**config.mk**
```make
export PLATFORM = sky130hd
export DESIGN_NAME = wavelength_sequencer
export DESIGN_NICKNAME = d
export VERILOG_FILES = /design/src/rtl/wavelength_sequencer.sv
export SDC_FILE = /design/constraint.sdc
export NUM_CORES = 1
export LEC_CHECK = 0
export CAP_MARGIN = 20
export CORE_MARGIN = 8
export CORE_UTILIZATION = 40
export CTS_BUF_LIST = sky130_fd_sc_hd__clkbuf_8
export DETAILED_ROUTE_END_ITERATION = 8
export SLEW_MARGIN = 20
export SYNTH_ARGS = -nofsm -noshare
export SYNTH_HDL_FRONTEND = slang
export SYNTH_SLANG_ARGS = --single-unit
```
**constraint.sdc**
```tcl
create_clock -name clk -period 2.55 [get_ports clk]
set_input_delay 0.255 -clock clk [delete_from_list [all_inputs] [get_ports clk]]
set_output_delay 0.255 -clock clk [all_outputs]
set_load 0.005 [all_outputs]
```
**src/rtl/wavelength_sequencer.sv**
```systemverilog
// Alternates the 730 nm and 850 nm LEDs around a shared amplitude collector and
// reports the per-channel peak amplitude of each completed frame over a valid/ack handshake.
module wavelength_sequencer #(
  parameter int SETTLE = 16,
  parameter int NSAMP  = 64
) (
  input  logic       clk,
  input  logic       rst,
  input  logic       en,
  input  logic [3:0] samp,
  input  logic       samp_rdy,
  output logic       led730,
  output logic       led850,
  output logic [3:0] max730,
  output logic [3:0] max850,
  output logic       out_valid,
  input  logic       out_ack,
  output logic       busy,
  output logic [2:0] state_dbg
);

  // Handshake: the result pair is transferred on a rising edge where out_valid and
  // out_ack are both 1; out_ack with out_valid low is ignored, and max730/max850
  // do not change while out_valid is high.

  localparam int SW = (SETTLE > 1) ? $clog2(SETTLE) : 1;
  localparam int NW = $clog2(NSAMP + 1);
  localparam logic [SW-1:0] SET_LAST = SW'(SETTLE - 1);
  localparam logic [NW-1:0] NSAMP_C  = NW'(NSAMP);

  typedef enum logic [2:0] {
    IDLE   = 3'd0,
    SET730 = 3'd1,
    ACQ730 = 3'd2,
    SET850 = 3'd3,
    ACQ850 = 3'd4,
    REPORT = 3'd5
  } state_t;

  state_t        state, state_n;
  logic [SW-1:0] scnt, scnt_n;
  logic [NW-1:0] ncnt, ncnt_n, ncnt_inc;
  logic [3:0]    run730, run730_n;
  logic [3:0]    run850, run850_n;
  logic [3:0]    max730_n, max850_n;

  assign ncnt_inc  = ncnt + NW'(1);
  assign state_dbg = state;

  always_comb begin
    state_n  = state;
    scnt_n   = scnt;
    ncnt_n   = ncnt;
    run730_n = run730;
    run850_n = run850;
    max730_n = max730;
    max850_n = max850;
    case (state)
      IDLE: begin
        if (en) begin
          state_n = SET730;
          scnt_n  = '0;
        end
      end
      SET730: begin
        if (scnt == SET_LAST) begin
          state_n  = ACQ730;
          ncnt_n   = '0;
          run730_n = '0;
        end else begin
          scnt_n = scnt + SW'(1);
        end
      end
      ACQ730: begin
        if (samp_rdy) begin
          if (samp > run730) run730_n = samp;
          ncnt_n = ncnt_inc;
          if (ncnt_inc == NSAMP_C) begin
            state_n = SET850;
            scnt_n  = '0;
          end
        end
      end
      SET850: begin
        if (scnt == SET_LAST) begin
          state_n  = ACQ850;
          ncnt_n   = '0;
          run850_n = '0;
        end else begin
          scnt_n = scnt + SW'(1);
        end
      end
      ACQ850: begin
        if (samp_rdy) begin
          if (samp > run850) run850_n = samp;
          ncnt_n = ncnt_inc;
          // The last strobe's sample goes straight into the reported peak.
          if (ncnt_inc == NSAMP_C) begin
            state_n  = REPORT;
            max730_n = run730;
            max850_n = run850_n;
          end
        end
      end
      REPORT: begin
        if (out_valid && out_ack) begin
          state_n = en ? SET730 : IDLE;
          scnt_n  = '0;
        end
      end
      default: state_n = IDLE;
    endcase
  end

  // Outputs are registered from the next state so they line up with the state register.
  always_ff @(posedge clk) begin
    if (rst) begin
      state     <= IDLE;
      scnt      <= '0;
      ncnt      <= '0;
      run730    <= '0;
      run850    <= '0;
      max730    <= 4'h0;
      max850    <= 4'h0;
      led730    <= 1'b0;
      led850    <= 1'b0;
      out_valid <= 1'b0;
      busy      <= 1'b0;
    end else begin
      state     <= state_n;
      scnt      <= scnt_n;
      ncnt      <= ncnt_n;
      run730    <= run730_n;
      run850    <= run850_n;
      max730    <= max730_n;
      max850    <= max850_n;
      led730    <= (state_n == SET730) || (state_n == ACQ730);
      led850    <= (state_n == SET850) || (state_n == ACQ850);
      out_valid <= (state_n == REPORT);
      busy      <= (state_n != IDLE);
    end
  end

endmodule
```
==> impl_results.md <==
- Run status: completed
- Post-synthesis cell count: 219
- Count of nets after finishing: 263
- Routed wire length per instance: 14.3 um
- Commonest cells after routing, fill and taps aside: dfxtp_1 (34), clkdlybuf4s50_1 (23), nor2_1 (20)
- Buffer levels on the longest clock path: 2
- Post-cts sizing count: 0
- Core area: 0.00479 mm^2
- Number of antenna violations at the first check in global routing: 0
- Fin Hold WS: 485 ps
- DR vias: 1596
- Count of different cell masters after synthesis: 53
- PwrDens: 474 mW/mm^2
- CTS tree: done
- Sequential fraction of the synthesis area: 33.9%
- Number of antenna cells inserted: 0
- Hold-fix buffers, CTS: 0
- Critical-path maximum fanout: 12
- Setup violation total in the final timing report: 0
- Total die area: 0.00754 mm^2
- Top flip-flop cell by instance count after synthesis: dfxtp_1
- Effective utilization at floorplan: 41.9%
- Number of pins with negative max-slew slack in the final report: 0
- Netlist area before placement: 0.00201 mm^2
- Peak ir drop on the vdd network: 0.257 mV
- DRT Pass-1 Iters: 4
- Post-route setup TNS: 0 ps
- Share of synthesized flip-flops with an asynchronous set or reset: 0%
- Total I/O pin count: 24
- CP Data Arrival Time: 2240 ps
- Final-layout fill cell count: 466
- Endpoint kind of the worst setup timing path: flop
- Via-to-Cell Ratio: approximately 5
- Post-CTS Repair Setup Buffers: 0
- Antenna Violating Nets Remaining: 0
- Clock Skew: around 14 ps
- Die X-Extent: between 80 and 90 um
- Ys Warns: 0
- Count of flip-flops with a built-in enable after synthesis: 0
- Final routed DRC violation total: 0
- Total CTS buffers: 5
- Layout Area Growth over Synthesis: 19.0%
- Nets in the synthesized netlist: ~240
- Via count of the first global-routing pass: 1664
- Post-detailed-placement half-perimeter wirelength: 3250 um
- Post-DP Area: 0.00228 mm^2
- Post-CTS clock slew at the launch and capture registers of the worst setup and hold paths: roughly 70 ps
- Setup repair after global routing missed its margin: no
- Setup CP Type: reg -> reg
- Final critical-path required period: just over 2000 ps
- Number of sinks handled by clock tree synthesis: 34
- Count of buffers inserted at the top-level ports: 23
- Synthesis-stage register bit count: 34
- Type of origin of the critical path: flop
- Final number of hold-violating endpoints: 0
- Worst-case headroom to the max-slew limit: 55.9%
- Avg Inst Size Synth: slightly above 9 um^2
- Chip height: 86.8 um
- Largest net degree at the start of global routing: 17
- Sum of overflow across all layers after global routing: 0
- Proportion of layout cells with a drive suffix above 1: 13.5%
- Max Freq: about 480 MHz
- Root buffer selected by CTS: clkbuf_8
- Slew @ Worst Pin: 661 ps
- Final Util: roughly 50%
- Drt total wl: 4450 um
- Max-cap violations: 0
- CP Data Required Time: roughly 2700 ps
- Number of DRC markers after the initial detailed-route iteration: 45
- Clock latency reported for the late side of the worst-skew pair: 290 ps
- Final period util: 80.9%
- H-tree lvl count: 2
- LEAKAGE: 0.869 nW
- Overall Global Routing Usage: 13.1%
- Leading cell type in the layout, fill and taps excluded: dfxtp_1
- Wire length of the first global-routing pass: 7960 um
- Cell area after layout: ~0.0024 mm^2
- FP Rows: 25
- Worst hold-check path type: reg -> reg
- Global placer's final weighted congestion: 0.799
[per-layer routing]
metal | vias up | track usage [%] | wire (um) | share of wire, %
li1 | 841 | - | - | -
met1 | 728 | 16.1 | 2280 | 51
met2 | 22 | 20.7 | 1940 | 44
met3 | 5 | 4.16 | 183 | 4.1
met4 | 0 | 4.85 | 45 | 1.0
met5 | - | 0 | 0 | 0
[sequential cells by signal (all words and copies together), names as in the netlist]
register   flops
max850         4
run730         4
busy           1
ncnt           7
led850         1
scnt           4
max730         4
run850         4
out_valid      1
led730         1
state_dbg      3
[path summary, 6_finish.rpt]
kind,startpoint,slack [ps],cells past startpoint,endpoint
hold reg to reg,run730[3],480,2,run730[3]
setup reg to reg,ncnt[0],490,6,max730[1]
hold / removal,run730[3],480,2,run730[3]
setup / recovery,ncnt[0],490,6,max730[1]
[critical path, cell delays in order (launching register included)]
cell and delay [ps]:
dfxtp_1 430, ha_1 330, xor2_1 170, nand4_1 220
a21oi_4 500, mux2i_1 250, nor2_1 50
[layout make-up]
type | count | area (um^2) | area share, %
clock inverter | 3 | 37.5 | 1.57
sequential | 34 | 681 | 28.5
timing repair buffer | 27 | 260 | 10.9
clock buffer | 5 | 68.8 | 2.88
multi-input combinational | 167 | 1220 | 51.2
tap | 67 | 83.8 | 3.51
inverter | 9 | 33.8 | 1.42
[kinds of logic (layout without fill, tap and decap cells)]
kind of cell	Yosys count	after routing	synth area share (%)
mux	18	18	9.10
compound gates	53	53	21.3
fa+ha+maj	10	10	6.23
flops	34	34	33.9
xor+xnor	3	3	1.68
simple gates	83	83	22.6
buf+inv	18	44	5.17
[report_power, final]
part / switching (mW) / internal (mW) / leakage (nW)
registers: 0.00959 / 0.536 / 0.275
logic: 0.0516 / 0.0482 / 0.534
clock network: 0.200 / 0.285 / 0.0607
total: 0.261 / 0.869 / 0.869
[synthesized netlist by cell type, types with 2 or more instances]
library cell  number  area (um^2)
o2111ai_2          2         30.0
nand3b_1           2         15.0
dfxtp_1           34          681
nand2_1           17         63.8
and3_1             4         25.0
buf_2              4         20.0
mux2_1             2         22.5
nand2b_1           3         18.8
ha_1              10          125
nand4_1            4         25.0
and2_1             2         12.5
o21ai_0            6         30.0
inv_1              9         33.8
nand3_1            8         40.0
a211oi_1           5         37.5
o21ai_1            2         10.0
nor2_1            20         75.1
a211oi_2           4         50.1
o21a_1             5         37.5
nor3_1             3         15.0
nor2_2             5         31.3
mux2i_1           16          160
a21oi_1           17         85.1
clkbuf_1           2         7.51
nor2b_1            4         25.0
buf_6              2         22.5
[through the flow]
stage                     total power [mW]  worst slack [ps]  instances
final                                 1.13               486        312
after global routing                  1.18               308        312
after CTS                             1.14               484        312
after detailed placement             0.657               333        304
after global placement               0.658               339        304
after floorplan                      0.615               859        219
Note: power is estimated with default switching activity, not from simulation.
